--- config.mk ---
export PLATFORM = sky130hd
export DESIGN_NAME = mux_2to1_rr
export DESIGN_NICKNAME = d
export VERILOG_FILES = /design/src/rtl/mux_pkg.sv /design/src/rtl/mux_2to1_rr_arbiter.sv /design/src/rtl/mux_2to1_rr.sv
export SDC_FILE = /design/constraint.sdc
export NUM_CORES = 1
export LEC_CHECK = 0
export CORE_AREA = 2 2 39 41
export CTS_BUF_LIST = sky130_fd_sc_hd__clkbuf_8
export DETAILED_ROUTE_END_ITERATION = 7
export DIE_AREA = 0 0 41 43
export PLACE_DENSITY = 0.5
export SYNTH_ARGS = -nofsm -noshare
export SYNTH_HDL_FRONTEND = slang
export SYNTH_SLANG_ARGS = --single-unit
export TNS_END_PERCENT = 30
--- constraint.sdc ---
create_clock -name clk -period 1.4 [get_ports clk]
set_input_delay 0.42 -clock clk [delete_from_list [all_inputs] [get_ports clk]]
set_output_delay 0.42 -clock clk [all_outputs]
set_load 0.05 [all_outputs]
--- src/rtl/mux_pkg.sv ---
// Shared definitions for the 2:1 stream merger and its 1:2 demux counterpart.
package mux_pkg;

    localparam int WIDTH_DEFAULT = 2;

    // Channel ids; the demux side uses the same encoding for its sel input.
    localparam logic CH0 = 1'b0;
    localparam logic CH1 = 1'b1;

    // Occupancy of the one-entry output register.
    typedef enum logic {
        ST_EMPTY = 1'b0,
        ST_FULL  = 1'b1
    } out_state_e;

endpackage

--- src/rtl/mux_2to1_rr_arbiter.sv ---
// Two-requester round-robin arbiter; remembers the last granted channel.
module rr_arbiter_2
    import mux_pkg::*;
(
    input  logic       clk,
    input  logic       rst,
    input  logic [1:0] req,
    input  logic       advance,
    output logic [1:0] grant
);

    logic r_last;

    // Grant a lone requester; under contention grant the channel not served last.
    always_comb begin
        grant    = '0;
        grant[0] = req[0] && (!req[1] || (r_last == CH1));
        grant[1] = req[1] && (!req[0] || (r_last == CH0));
    end

    // Record the granted channel only when a transfer actually happens.
    always_ff @(posedge clk) begin
        if (rst) begin
            r_last <= CH1;
        end else if (advance) begin
            r_last <= grant[1] ? CH1 : CH0;
        end
    end

endmodule

--- src/rtl/mux_2to1_rr.sv ---
// Round-robin 2:1 valid/ready stream merger with a registered, tagged output.
module mux_2to1_rr
    import mux_pkg::*;
#(
    parameter int width = WIDTH_DEFAULT
) (
    input  logic             clk,
    input  logic             rst,
    input  logic [width-1:0] i0,
    input  logic             i0_valid,
    output logic             i0_ready,
    input  logic [width-1:0] i1,
    input  logic             i1_valid,
    output logic             i1_ready,
    output logic [width-1:0] o,
    output logic             o_sel,
    output logic             o_valid,
    input  logic             o_ready
);

    out_state_e       r_state;
    logic [width-1:0] r_data;
    logic             r_sel;

    logic [1:0]       w_grant;
    logic             w_space;
    logic             w_xfer0;
    logic             w_xfer1;
    logic             w_advance;

    // Output stage can accept a word when empty or being popped this cycle;
    // readys are held low while reset is asserted.
    always_comb begin
        w_space   = (r_state == ST_EMPTY) || o_ready;
        i0_ready  = w_grant[0] && w_space && !rst;
        i1_ready  = w_grant[1] && w_space && !rst;
        w_xfer0   = i0_valid && i0_ready;
        w_xfer1   = i1_valid && i1_ready;
        w_advance = w_xfer0 || w_xfer1;
    end

    rr_arbiter_2 u_arb (
        .clk     (clk),
        .rst     (rst),
        .req     ({i1_valid, i0_valid}),
        .advance (w_advance),
        .grant   (w_grant)
    );

    // Load on transfer (pop and load may coincide), drain on pop, otherwise hold.
    always_ff @(posedge clk) begin
        if (rst) begin
            r_state <= ST_EMPTY;
            r_data  <= '0;
            r_sel   <= CH0;
        end else if (w_xfer1) begin
            r_state <= ST_FULL;
            r_data  <= i1;
            r_sel   <= CH1;
        end else if (w_xfer0) begin
            r_state <= ST_FULL;
            r_data  <= i0;
            r_sel   <= CH0;
        end else if ((r_state == ST_FULL) && o_ready) begin
            r_state <= ST_EMPTY;
        end
    end

    assign o       = r_data;
    assign o_sel   = r_sel;
    assign o_valid = (r_state == ST_FULL);

endmodule

==> run_results.csv, run 1 <==
group,metric,value,unit
timing,fin_ws,-0.0430,ns
floorplan,die_area,1760,um2
timing,finalHoldViolations,0,
cts,holdBufCountCts,0,
timing,slew_viol_final,0,
min_path,whs_endpoint,"o[0]",
global_routing,grt_max_degree,7,
yosys,synth.top_cells.by_area,"dfxtp_1 (36%), nand4b_1 (13%), a21oi_1 (9.0%)",
timing,fmax,0.693,GHz
cts,clockRootBuffer,"clkbuf_8",
drt,routed_wl,793,um
cts,htreeDepth,1,
outcome,failed_checks,"negative setup slack",
drt,first_iter_violations,8,
cts,worstSkewPairLatency,0.23,ns
timing,fin_crit_sh,1.03,
floorplan,initial_core_util,0.202,
timing,setup_tns,-0.0839,ns
global_routing,first_global_vias,282,
layout,drive_gt1_frac,0.600,
min_path,min_from,"o[0]",
min_path,hold_class,"register to register",
placement,place.gp.congestion,0.836,
yosys,avgSynthCellArea,9.30,um2
yosys,synth_edf_count,0,
pwr,peakVddDrop,0.420,mV
yosys,ys_ff_latch,5,
cts,clk_pin_slew,0.04,ns
critical_path,setup.worst_path.start_class,"register",
yosys,synth.distinct_cells,14,
flow_run,max_cap_violations,0,
floorplan,fp.dieH,43,um
critical_path,r2r_setup_slack,0.28,ns
layout,antenna_cells,0,
placement,portBuffers,14,
cts,clockBufferDepth,2,
floorplan,die_w,41,um
yosys,synth_top_area_share,0.359,
drt,drc,0,
placement,placedCellCount,64,
outcome,outcome,"complete, but fails checks",
placement,place_hpwl,602,um
cts,cts_tree,"built",
yosys,synthTopCellsByCount,"a21oi_1 (5), dfxtp_1 (5), nand4b_1 (4)",
layout,stdcell_count,71,
yosys,synthCells,30,
timing,grt_setup_unrepaired,"true",
global_routing,grt.overflow.total,0,
drt,vias,312,
layout,syn2layout_area_growth,128,%
min_path,whs_path_depth,2,
timing,slew_headroom,0.865,
timing,setup_viol,2,
yosys,syn_nets,39,
cts,cts.sink_count,5,
critical_path,critPathKind,"register to primary output",
critical_path,r2r_start,"o_valid",
critical_path,ff2ff_path_depth,4,
floorplan,core,1380,um2
yosys,ys_warn_count,0,
yosys,async_flop_share,0,
global_routing,grt_usage,0.123,
pwr,p_leak,0.276,nW
yosys,synth_top_cell_by_area,"dfxtp_1",
cts,cts_made_buffers,3,
critical_path,cp.arrival,1.02,ns
critical_path,critical_path.max_fanout,4,
timing,skew,0.00112,ns
global_routing,grt_pass1_wl,1350,um
timing,period_minus_slack,1.44,ns
drt,firstDrtPassIters,4,
floorplan,pin_count,15,
floorplan,rows,14,
yosys,ys_seq_area_frac,0.359,
drt,antenna_left,0,
pwr,power_density,1020,nW/um2
yosys,synthesis.area,279,um2
drt,vias_per_cell,4.39,
critical_path,cp-startpoint,"o_valid",
critical_path,required,0.98,ns
global_routing,grt_antenna_before_repair,0,
timing,worstMarginPinSlew,0.200,ns
yosys,ys.flop_type,"dfxtp_1",
critical_path,crit_path_end_kind,"primary output",
drt,routedWlPerCell,11.2,um
critical_path,r2r_end,"u_arb.r_last",
layout,fin_nets,65,
sequential cells by signal, indices dropped and copies added, names as in the netlist:
name and count:
o 2, o_valid 1, u_arb.r_last 1, o_sel 1
timing repair:
item / CTS / global route
gates resized for setup: 18 / 1
pin swaps: 5 / 0
endpoints found under the hold margin: 0 / 0
setup endpoints to repair: 5 / 2
buffers inserted: 3 / 0
worst max-delay path: stages (launching register included):
cell      delay, ns
dfxtp_2        0.34
nand2b_4       0.12
nand3_4        0.09
nor2_4         0.11
buf_12         0.14
power breakdown:
group	switching (mW)	total (mW)	internal [mW]	leakage, nW
sequential	0.0135	0.170	0.156	0.0419
clock	0.0838	0.273	0.189	0.0269
combinational	0.0958	0.206	0.110	0.207
total	0.193	0.649	0.456	0.276
per-stage QoR:
stage                     setup slack, ns  area (um2)  hold slack (ns)  power, mW   util
after floorplan                   -0.0493         323            0.482      0.270      -
after global placement             -0.508         566            0.543      0.369  0.409
after detailed placement           -0.513         566            0.549      0.371  0.409
after CTS                         -0.0552         633            0.552      0.661  0.458
after global routing              -0.0919         636            0.563      0.681  0.459
final                             -0.0430         636            0.545      0.649  0.459
how the worst max path moves through the flow:
stage               cells past startpoint       end
floorplan                               4  i1_ready
global placement                        5  i0_ready
detailed placement                      5  i0_ready
CTS                                     4  i0_ready
global route                            4  i0_ready
finish                                  4  i1_ready
layout make-up:
class | instances | area [um2]
clock inverter | 1 | 3.75
clock buffer | 3 | 41.3
multi-input combinational | 22 | 208
inverter | 1 | 3.75
fill | 135 | 748
tap | 16 | 20.0
timing repair buffer | 23 | 254
sequential | 5 | 105
logic make-up (layout without fill, tap and decap cells):
logic type,Yosys count,after routing,share of synthesized area
and+or+nand+nor,15,15,0.381
DFF,5,5,0.359
buffers and inverters,3,28,0.0942
AOI/OAI and AO/OA,7,7,0.166
layout by cell type, fill, tap and decap left out, drive strengths merged:
cell type,count
a21bo,1
a21oi,5
a311o,1
buf,18
clkbuf,3
clkdlybuf4s15,1
clkdlybuf4s50,4
dfxtp,5
inv,2
nand2,1
nand2b,2
nand3,2
nand4b,4
nor2,3
nor4bb,2
or2,1
layer usage:
layer	vias to the layer above	GRT usage	share of wire
met5	-	0	0
met4	0	0.120	0.048
met3	5	0.0524	0.055
met2	11	0.156	0.48
met1	134	0.145	0.42
li1	162	-	-
Power figures use the tool's default switching activity.
==> inputs of run 2 (changes only) <==
--- a/config.mk
+++ b/config.mk
@@ -7,6 +7,7 @@
 export LEC_CHECK = 0
 export CORE_AREA = 2 2 39 41
 export CTS_BUF_LIST = sky130_fd_sc_hd__clkbuf_8
+export CTS_CLUSTER_SIZE = 40
 export DETAILED_ROUTE_END_ITERATION = 7
 export DIE_AREA = 0 0 41 43
 export PLACE_DENSITY = 0.5
==> constraint.sdc (replaced) <==
create_clock -name clk -period 1.74 [get_ports clk]
set_input_delay 0.522 -clock clk [delete_from_list [all_inputs] [get_ports clk]]
set_output_delay 0.522 -clock clk [all_outputs]
set_load 0.05 [all_outputs]
==> run 2 against run 1 <==
  * The flow now finishes without violations
  * Clock power is 23% lower
  * Final cell count grew 1.4%
  * Sequential share of layout area down 0.66 points
  * Highest routed layer unchanged
  * Sequential power decreased by 20%
  * Core utilization fell by 0.36 points
==> run_results.csv, run 2 (synthesis gave the netlist of run 1 again) <==
group,metric,value,unit
timing,slew_headroom,0.803,
timing,fmax,0.597,GHz
outcome,outcome,"complete, no violations",
critical_path,crit_buf_inv,2,
placement,portBuffers,14,
floorplan,initial_core_util,0.202,
drt,vias,309,
global_routing,met2_usage,0.178,
drt,routed_wl,761,um
layout,drive_gt1_frac,0.554,
timing,finalHoldViolations,0,
min_path,min_from,"o[0]",
cts,cts_tree,"built",
timing,skew,0.00115,ns
drt,routedWlPerCell,10.6,um
critical_path,critPathKind,"input port to primary output",
critical_path,r2r_start,"o_valid",
critical_path,r2r_end,"u_arb.r_last",
global_routing,gr-usage-met1,0.116,
timing,slew_viol_final,0,
critical_path,crit_path_end_kind,"primary output",
floorplan,die_w,41,um
layout,final_common_cell,"buf_4",
placement,place.gp.congestion,0.699,
timing,setup_viol,0,
global_routing,top_usage_layer,"met2",
layout,fin_nets,66,
pwr,p_leak,0.278,nW
timing,worstMarginPinSlew,0.296,ns
drt,firstDrtPassIters,2,
layout,syn2layout_area_growth,126,%
floorplan,pin_count,15,
cts,cts_made_buffers,3,
layout,antenna_cells,0,
critical_path,setup.worst_path.start_class,"input port",
pwr,power_density,813,nW/um2
cts,clockRootBuffer,"clkbuf_8",
drt,antenna_left,0,
critical_path,critical_path.max_fanout,4,
min_path,whs_endpoint,"o[0]",
timing,fin_crit_sh,0.962,
cts,htreeDepth,1,
floorplan,rows,14,
layout,layout_common_cells,"buf_4 (10), buf_12 (6), a21oi_1 (5), dfxtp_1 (5)",
cts,clk_pin_slew,0.04,ns
layout,largest_register_ffs,2,
floorplan,fp.dieH,43,um
critical_path,max_stage_delay,0.32,ns
pwr,peakVddDrop,0.574,mV
global_routing,grt_antenna_before_repair,0,
critical_path,cp.arrival,1.15,ns
timing,fin_ws,0.0663,ns
timing,grt_setup_unrepaired,"false",
min_path,whs_path_depth,2,
flow_run,max_cap_violations,0,
critical_path,r2r_setup_slack,0.54,ns
layout,multi_input_area,203,um2
floorplan,die_area,1760,um2
cts,worstSkewPairLatency,0.22,ns
placement,placedCellCount,65,
critical_path,crit_chain,"dlygate4sd2_1, nor2_4, buf_12",
global_routing,grt_usage,0.114,
layout,final-seq-area,100,um2
global_routing,first_global_vias,315,
drt,vias_per_cell,4.29,
min_path,hold_class,"register to register",
timing,period_minus_slack,1.67,ns
global_routing,grt_max_degree,7,
critical_path,required,1.22,ns
layout,stdcell_count,72,
critical_path,ff2ff_path_depth,3,
critical_path,crit_family,"buffers and inverters",
global_routing,grt_pass1_wl,1260,um
drt,drc,0,
cts,cts.sink_count,5,
timing,setup_tns,0,ns
floorplan,core,1380,um2
placement,pre_cts_ws,-0.309,ns
drt,first_iter_violations,1,
placement,place_hpwl,573,um
timing,whs,0.548,ns
global_routing,grt.overflow.total,0,
cts,clockBufferDepth,2,
global_routing,grt_util_met3,0.0785,
critical_path,cp_slowest_cell,"dlygate4sd2_1",
layout,fill_cells,133,
-- run 2: cell count changes in the layout (fill, tap and decap cells not counted), sizes merged --
cell           delta
dlygate4sd2       +1
clkdlybuf4s15     -1
clkbuf            +1
-- run 2: worst reg2reg max path, delay by kind of cell (launching register included) --
family	cells	cell delay, ns
DFF	1	0.41
AOI/OAI and AO/OA	1	0.38
buffers and inverters	1	0.17
and+or+nand+nor	1	0.12
-- run 2: through the flow --
| step | power (mW) | instance area [um2] | utilization |
|---|---|---|---|
| after detailed placement | 0.291 | 539 | 0.390 |
| after global placement | 0.291 | 539 | 0.390 |
| after CTS | 0.515 | 633 | 0.458 |
| final | 0.513 | 631 | 0.456 |
| after floorplan | 0.208 | 289 | - |
| after global routing | 0.544 | 631 | 0.456 |
-- run 2: layout make-up --
cell class,instances,area share
Multi-Input combinational cell,22,0.321
Clock buffer,3,0.0655
Sequential cell,5,0.159
Timing Repair Buffer,24,0.411
Tap cell,16,0.0317
Inverter,1,0.00595
Clock inverter,1,0.00595
-- run 2: routing by layer --
metal | wire length, um | vias to the layer above
li1 | - | 161
met1 | 296 | 136
met2 | 405 | 10
met3 | 52 | 2
met4 | 8 | 0
met5 | 0 | -
-- run 2: repair_timing --
item	CTS	global route
cloned	0	0
hold buffers	0	0
setup buffers	2	1
pin swaps	3	4
resized for setup	15	4
endpoints found under the setup margin	2	2
-- run 2: how the worst max path moves through the flow --
stage               slack (ns)  cells after the start       end     from
CTS                     0.0002                      5  i1_ready  o_ready
floorplan                -0.05                      4  i0_ready  o_valid
detailed placement       -0.31                      5  i1_ready  o_ready
global placement         -0.31                      5  i1_ready  o_ready
global route              0.05                      5  i1_ready  o_ready
finish                    0.07                      3  i0_ready      rst
-- run 2: where the power goes --
group	switching (mW)	internal [mW]
Clock	0.0575	0.151
Sequential	0.0108	0.125
Combinational	0.0773	0.0903
Total	0.146	0.367
==> inputs of run 3 (changes only) <==
--- a/config.mk
+++ b/config.mk
@@ -10,7 +10,7 @@
 export CTS_CLUSTER_SIZE = 40
 export DETAILED_ROUTE_END_ITERATION = 7
 export DIE_AREA = 0 0 41 43
-export PLACE_DENSITY = 0.5
+export PLACE_DENSITY = 0.52
 export SYNTH_ARGS = -nofsm -noshare
 export SYNTH_HDL_FRONTEND = slang
 export SYNTH_SLANG_ARGS = --single-unit
==> constraint.sdc (replaced) <==
create_clock -name clk -period 1.4 [get_ports clk]
set_input_delay 0.42 -clock clk [delete_from_list [all_inputs] [get_ports clk]]
set_output_delay 0.42 -clock clk [all_outputs]
set_load 0.05 [all_outputs]
==> run 3 against run 2 <==
  * The run now ends with negative setup slack left
  * Combinational power grew 27%
  * Wire length grew 5.8%
  * Total power grew 26%
  * Register-to-register slack lost 0.36 ns
  * Clock skew is essentially flat
  * Die area is the same
  * Sequential share of layout area grew 0.22 points
  * Global-route usage grew 1.8 points
  * Sequential power grew 24%
  * Core utilization grew 1.6 points
  * Largest cell class unchanged
  * Highest routed layer unchanged
==> run_results.csv, run 3 (synthesis gave the netlist of run 1 again) <==
group,metric,value,unit
pwr,swShare,0.288,
pwr,combPwrFrac,0.330,
global_routing,grt_max_degree,7,
global_routing,first_global_vias,349,
cts,cts.sink_count,5,
global_routing,grt_usage,0.133,
timing,grt_setup_unrepaired,"true",
critical_path,crit_family,"flip-flops",
layout,stdcell_count,74,
pwr,p_int,0.460,mW
placement,portBuffers,14,
pwr,p_sw,0.186,mW
drt,routedWlPerCell,10.9,um
global_routing,grt.overflow.total,0,
pwr,power_density,989,nW/um2
drt,firstDrtPassIters,1,
floorplan,pin_count,15,
layout,drive_gt1_frac,0.621,
layout,fin_nets,68,
global_routing,grt_pass1_wl,1450,um
timing,whs,0.545,ns
drt,vias_per_cell,4.57,
cts,clk_pin_slew,0.04,ns
floorplan,core,1380,um2
critical_path,crit_buf_inv,1,
cts,holdBufCountCts,0,
critical_path,cp.arrival,1.00,ns
critical_path,cp-startpoint,"o_valid",
timing,slew_headroom,0.848,
min_path,hold_class,"register to register",
layout,largest_register_ffs,2,
drt,antenna_left,0,
timing,fin_crit_sh,1.01,
timing,fmax,0.705,GHz
timing,slew_viol_final,0,
flow_run,max_cap_violations,0,
cts,htreeDepth,1,
timing,worstMarginPinSlew,0.225,ns
drt,drc,0,
critical_path,r2r_end,"u_arb.r_last",
drt,first_iter_violations,0,
outcome,outcome,"complete, but fails checks",
layout,final_common_cell,"buf_4",
outcome,failed_checks,"negative setup slack",
pwr,p_leak,0.288,nW
pwr,p_total,0.646,mW
critical_path,r2r_start,"o_valid",
floorplan,die_w,41,um
critical_path,critical_path.max_fanout,3,
global_routing,grt_antenna_before_repair,0,
critical_path,r2r_setup_slack,0.18,ns
critical_path,endpoint,"i1_ready",
layout,syn2layout_area_growth,134,%
cts,cts_made_buffers,3,
critical_path,crit_chain,"nand2b_4, nand3_4, nor2_4, buf_12",
pwr,seqPwrFrac,0.259,
timing,fin_ws,-0.0189,ns
floorplan,rows,14,
timing,setup_tns,-0.0338,ns
cts,clockBufferDepth,2,
placement,place.gp.congestion,0.796,
critical_path,max_stage_delay,0.34,ns
critical_path,cp_slowest_cell,"dfxtp_4",
cts,cts_tree,"built",
placement,place_hpwl,628,um
pwr,p_clk_frac,0.411,
critical_path,setup.worst_path.start_class,"register",
critical_path,cp.depth,4,
timing,finalHoldViolations,0,
placement,placedCellCount,66,
floorplan,die_area,1760,um2
drt,routed_wl,805,um
critical_path,critPathKind,"register to primary output",
critical_path,crit_path_end_kind,"primary output",
critical_path,ff2ff_path_depth,5,
timing,period_minus_slack,1.42,ns
floorplan,initial_core_util,0.202,
cts,clockRootBuffer,"clkbuf_8",
drt,vias,338,
critical_path,required,0.98,ns
layout,layout_common_cells,"buf_4 (12), buf_12 (6), a21oi_1 (5), nand4b_1 (4), clkdlybuf4s50_1 (4)",
cts,worstSkewPairLatency,0.22,ns
pwr,peakVddDrop,0.577,mV
floorplan,fp.dieH,43,um
layout,antenna_cells,0,
timing,setup_viol,2,
timing,skew,0.000715,ns
## run 3: timing repair
action / in CTS / in global routing
resized for setup: 17 / 0
pin swaps: 4 / 0
setup buffers: 4 / 0
endpoints found under the setup margin: 5 / 2
## run 3: per-stage QoR
| stage | area, um2 | util | setup slack [ns] |
|---|---|---|---|
| 2_1_floorplan | 323 | - | -0.0493 |
| 3_3_place_gp | 581 | 0.420 | -0.484 |
| 3_5_place_dp | 581 | 0.420 | -0.514 |
| 4_1_cts | 653 | 0.472 | -0.0262 |
| 5_1_grt | 653 | 0.472 | -0.0707 |
| 6_report | 653 | 0.472 | -0.0189 |
## run 3: per-layer routing
layer,GRT usage,part of all wire
met5,0,0
met4,0.120,0.042
met3,0.0681,0.075
met2,0.197,0.55
met1,0.122,0.33
## run 3: final cells by class
type	instances	area, um2
fill	140	731
timing repair buffer	26	277
multi-input combinational	22	203
sequential	5	105
clock buffer	3	41.3
tap	16	20.0
clock inverter	1	3.75
inverter	1	3.75
## run 3: how the worst min path moves through the flow
stage	slack (ns)	from	cells past startpoint	endpoint
after global placement	0.54	u_arb.r_last	2	u_arb.r_last
after global routing	0.56	i1_valid	3	o_sel
after detailed placement	0.55	o[1]	2	o[1]
after CTS	0.54	i1_valid	3	o_sel
after floorplan	0.48	rst	1	o_valid
final	0.54	o[1]	2	o[1]
## run 3: power by group through the flow
stage                     Clock (mW)  Sequential, mW  Combinational [mW]
after global placement             0           0.171               0.204
after global routing           0.284           0.169               0.227
after detailed placement           0           0.171               0.206
after floorplan                    0           0.200              0.0703
final                          0.265           0.168               0.213
after CTS                      0.275           0.168               0.215
## run 3: worst register-to-register path, delay by kind of cell, from the launching register on
kind | cells | cell delay, ns
flops | 1 | 0.34
buf+inv | 2 | 0.26
simple gates | 1 | 0.10
compound gates | 2 | 0.41
